`config.mk`:
```
export PLATFORM = sky130hd
export DESIGN_NAME = hilo_acc_unit
export DESIGN_NICKNAME = d
export VERILOG_FILES = /design/src/rtl/hilo_acc_unit.sv
export SDC_FILE = /design/constraint.sdc
export NUM_CORES = 1
export LEC_CHECK = 0
export CORE_ASPECT_RATIO = 1.2
export CORE_MARGIN = 10
export CORE_UTILIZATION = 48
export CTS_CLUSTER_SIZE = 8
export DETAILED_ROUTE_END_ITERATION = 10
export PLACE_DENSITY = 0.76
export SYNTH_ARGS = -nofsm -noshare
export SYNTH_HDL_FRONTEND = slang
export SYNTH_SLANG_ARGS = --single-unit
export TNS_END_PERCENT = 30
```
`constraint.sdc`:
```
create_clock -name clk -period 5.8 [get_ports clk]
set_input_delay 0.87 -clock clk [delete_from_list [all_inputs] [get_ports clk]]
set_output_delay 0.87 -clock clk [all_outputs]
set_load 0.05 [all_outputs]
```
`src/rtl/hilo_acc_unit.sv`:
```
// HI/LO special-register unit with a one-entry pending stage.
// Ops enter the pending stage on one edge and commit to HI/LO on the next.
// hi_fwd/lo_fwd present the post-commit value so MFHI/MFLO see in-flight data.
module hilo_acc_unit #(
    parameter int DW = 32
) (
    input  logic          clk,
    input  logic          rst,
    input  logic          flush,
    input  logic          op_valid,
    input  logic [2:0]    op_mode,
    input  logic [DW-1:0] hi_i,
    input  logic [DW-1:0] lo_i,
    output logic [DW-1:0] hi_o,
    output logic [DW-1:0] lo_o,
    output logic [DW-1:0] hi_fwd,
    output logic [DW-1:0] lo_fwd,
    output logic          pend_o
);

    localparam logic [2:0] MODE_WR_HI   = 3'b001;
    localparam logic [2:0] MODE_WR_LO   = 3'b010;
    localparam logic [2:0] MODE_WR_BOTH = 3'b011;
    localparam logic [2:0] MODE_ACC_ADD = 3'b100;
    localparam logic [2:0] MODE_ACC_SUB = 3'b101;

    logic [2*DW-1:0] hilo;
    logic [2*DW-1:0] p_data;
    logic [2*DW-1:0] commit_val;
    logic [2*DW-1:0] fwd_val;
    logic [2:0]      p_mode;
    logic            p_valid;
    logic            op_legal;

    // Only modes 001..101 occupy the pending stage; 000/110/111 are NOPs.
    assign op_legal = (op_mode != 3'b000) && (op_mode <= MODE_ACC_SUB);

    // Result the pending op produces against the current HI/LO.
    // The accumulate is a single 2*DW-wide add/sub so carry/borrow
    // crosses from LO into HI naturally.
    always_comb begin
        commit_val = hilo;
        case (p_mode)
            MODE_WR_HI:   commit_val = {p_data[2*DW-1:DW], hilo[DW-1:0]};
            MODE_WR_LO:   commit_val = {hilo[2*DW-1:DW], p_data[DW-1:0]};
            MODE_WR_BOTH: commit_val = p_data;
            MODE_ACC_ADD: commit_val = hilo + p_data;
            MODE_ACC_SUB: commit_val = hilo - p_data;
            default:      commit_val = hilo;
        endcase
    end

    // Forwarded view depends only on registers, never on this cycle's inputs.
    assign fwd_val = p_valid ? commit_val : hilo;

    assign hi_o   = hilo[2*DW-1:DW];
    assign lo_o   = hilo[DW-1:0];
    assign hi_fwd = fwd_val[2*DW-1:DW];
    assign lo_fwd = fwd_val[DW-1:0];
    assign pend_o = p_valid;

    // Capture the new op and commit the previous one on the same edge;
    // reset beats flush, flush drops both pending and incoming ops.
    always_ff @(posedge clk) begin
        if (rst) begin
            hilo    <= '0;
            p_valid <= 1'b0;
            p_mode  <= 3'b000;
            p_data  <= '0;
        end else if (flush) begin
            p_valid <= 1'b0;
        end else begin
            if (p_valid) begin
                hilo <= commit_val;
            end
            p_valid <= op_valid && op_legal;
            p_mode  <= op_mode;
            p_data  <= {hi_i, lo_i};
        end
    end

endmodule

```
==> results.toml <==
[run_status]
status = "finished with violations"
violations = "setup timing"

[floorplanning]
die_h_microns = 192
core_sq_um = 24100
ios = 200
num_rows = 62
start_util_pct = 49.1
die_w_microns = 163
dieArea_sq_um = 31400

[global_routing]
grt_overflow = 0
antenna_found_initial = 0
grt_usage_pct = 31.5
grt_pass1_wl_microns = 78500
first_global_vias = 13600
grt_max_degree = 67

[drt]
viasPerCell = 6.26
wl_per_cell_microns = 22.6
ant_nets = 0
via_count = 14200
routed_wl_microns = 51400
drt_pass1_iterations = 8
remaining_drc_errors = 0
drt_iter0_markers = 1203

[clocking]
cts-buffers-inserted = 17
ctsRootBufferMaster = "clkbuf_16"
clk-insertion-delay-late_ps = 450
clockBufferDepth = 2
htree_levels = 4
clkTransAtPathRegs_ps = 70
cts_tree = "built"
cts_sinks = 132

[setup_path]
endpoint_kind = "output pin"
worstPathRequired_ps = 4930
cp_max_fo = 4
worst-endpoint-arrival_ps = 5290
startpoint_type = "flop"
reg2reg_depth = 22
endpoint = "hi_fwd[24]"
timing.rr.end = "hilo[61]"
cp-startpoint = "p_data[20]"
r2r-start = "p_data[20]"
crit_type = "reg -> out"
rrSetupSlack_ps = 700

[sta]
worst_slack_ps = -359
whs_ps = 528
rsz0062_at_grt = "true"
fin_crit_sh_pct = 106
fmaxAchievable_mhz = 162
worst_pin_slew_ps = 1300
setup_viol = 25
report.final.slew_viol_count = 0
slew_headroom_pct = 13.0
period_needed_ps = 6160
skew_ps = 11.9
hold_viol = 0

[finish]
fin_nets = 2078
drive_gt1_share_pct = 22.4
diodes = 0
stdcell_area_sq_um = 17000
syn_to_final_growth_pct = 43.8

[pwr]
p_per_area_nw_per_um2 = 193
vdd.ir_drop.worst_mv = 0.190
p_leak_uw = 0.00733

[run]
maxCapViolations = 0

[synth]
yosysWarnings = 0
ys_seq_area_share_pct = 22.3
ys_seq_elements = 132
synth_cell_types = 74
synth_flop_cell = "dfxtp_1"
syn_area_sq_um = 11800
synth_edf_count = 0
async_flop_share_pct = 0
synth_area_per_cell_sq_um = 7.24
synthCells = 1636
synth_nets = 1772

[worst_hold_path]
hp-class = "reg -> reg"

[place]
place_congestion = 1.03
placed_area_sq_um = 15400
port_buffers = 199
hpwl_microns = 38400
kinds of logic after synthesis:
group                    synth area share (%)
AO/OA/AOI/OAI                            29.2
XOR/XNOR                                 8.72
adder cells (fa/ha/maj)                  6.93
buffers and inverters                    5.74
flip-flops                               22.3
multiplexers                             6.93
AND/OR/NAND/NOR                          20.2
flip-flops by register name (all words and copies together), names as in the netlist:
register	cells
hilo	64
p_data	64
p_mode	3
pend_o	1
metal layers:
layer  global-route usage [%]  vias to the layer above  wire, microns
met5                        0                        -              0
met4                     12.5                        0           2080
met3                     6.58                      146           4250
met2                     53.6                      760          24700
met1                     37.8                     6754          20400
li1                         -                     6577              -
worst min-delay path by stage:
stage / startpoint / endpoint / cells past startpoint
global placement: hilo[37] / hilo[37] / 2
finish: hilo[44] / hilo[44] / 2
CTS: hilo[29] / hilo[29] / 2
detailed placement: hilo[34] / hilo[34] / 2
global route: hilo[41] / hilo[41] / 2
floorplan: p_data[13] / p_data[13] / 2
where the power goes:
group	switching, uW	internal, uW	total [uW]	leakage, uW
clock	457	609	1070	0.000271
sequential	68.0	953	1020	0.00109
combinational	699	504	1200	0.00597
total	1220	2070	3290	0.00733
cell type report:
cell class	count	area [sq um]
multi-input combinational	1324	9190
fill	2032	7110
timing repair buffer	403	3980
sequential	132	2650
clock buffer	19	453
tap	320	400
inverter	64	240
clock inverter	12	108
Yosys cell counts (4+ instances only):
cell type  instances  area (sq um)
o221ai_1          10          87.6
nor2b_1            9          56.3
a222oi_1          15           150
buf_1             15          56.3
a221oi_1           6          52.6
o22ai_1           14          87.6
xnor2_1           72           631
o211a_1            6          60.1
nand3_1           29           145
or4_1              5          37.5
nor2_1           215           807
o211ai_1           8          60.1
nand3b_1           5          37.5
ha_1              64           801
a221o_1            6          60.1
o21ai_0          120           601
a21oi_1          163           816
nand2b_1          15          93.8
a22oi_1           20           150
or3_1              8          50.1
nor4_1            14          87.6
o2111a_1           4          45.0
nor3_1            26           130
clkbuf_1         100           375
inv_1             64           240
and3_1            18           113
nand2_1          130           488
nand4_1           24           150
a21o_1            30           225
mux2i_1           82           821
o21bai_1          15           113
xor2_1            44           385
a31oi_1           29           181
dfxtp_1          132          2640
a2bb2oi_1          5          43.8
a211oi_1          30           225
and2_1             6          37.5
o21a_1             5          37.5
o31ai_1           16           120
cell usage in the layout, fill, tap and decap left out, types with 14 or more instances in the layout:
cell type        instances
buf_12                  46
xnor2_1                 66
a22oi_1                 19
o21bai_1                15
and3_1                  17
a211oi_1                24
clkbuf_16               17
a21oi_2                 25
a222oi_1                15
xor2_1                  43
nand3_1                 28
dfxtp_1                127
a21oi_1                137
a31oi_1                 25
nor2_1                 209
buf_4                  211
clkdlybuf4s50_1        134
mux2i_1                 82
nand4_1                 24
nor3_1                  20
o21ai_0                103
ha_1                    58
nand2b_1                14
a21o_1                  29
nand2_1                121
inv_1                   62
metrics by stage:
step | total power [uW] | util [%] | TNS, ps | setup slack (ps) | instances
finish | 3290 | 70.5 | -4520 | -359 | 2274
global route | 3420 | 70.5 | -10240 | -506 | 2274
CTS | 3250 | 69.4 | -1960 | -210 | 2263
detailed placement | 2140 | 64.0 | -1080 | -218 | 2194
global placement | 2130 | 64.0 | -650 | -154 | 2194
floorplan | 1700 | - | -139 | -94.2 | 1636
timing repair:
action / CTS / global route
hold buffers: 0 / 0
pin swaps: 41 / 33
resized for setup: 104 / 50
setup buffers: 39 / 11
endpoints found under the setup margin: 32 / 37
worst max-delay path, stage by stage, from the launching register on:
cell and delay [ps]:
dfxtp_2 340, nor4_4 310, nand2_1 120, or4_4 470, or3_4 420, buf_6 150
o21ai_2 170, xor2_1 180, ha_1 300, a211oi_2 260, o211ai_1 170, a21oi_2 180
a221oi_2 90, a221o_1 360, a41o_1 240, a41oi_2 260, buf_6 150, o21bai_1 100
xnor2_2 170, o221ai_2 230, buf_12 180
Power figures use the tool's default switching activity.
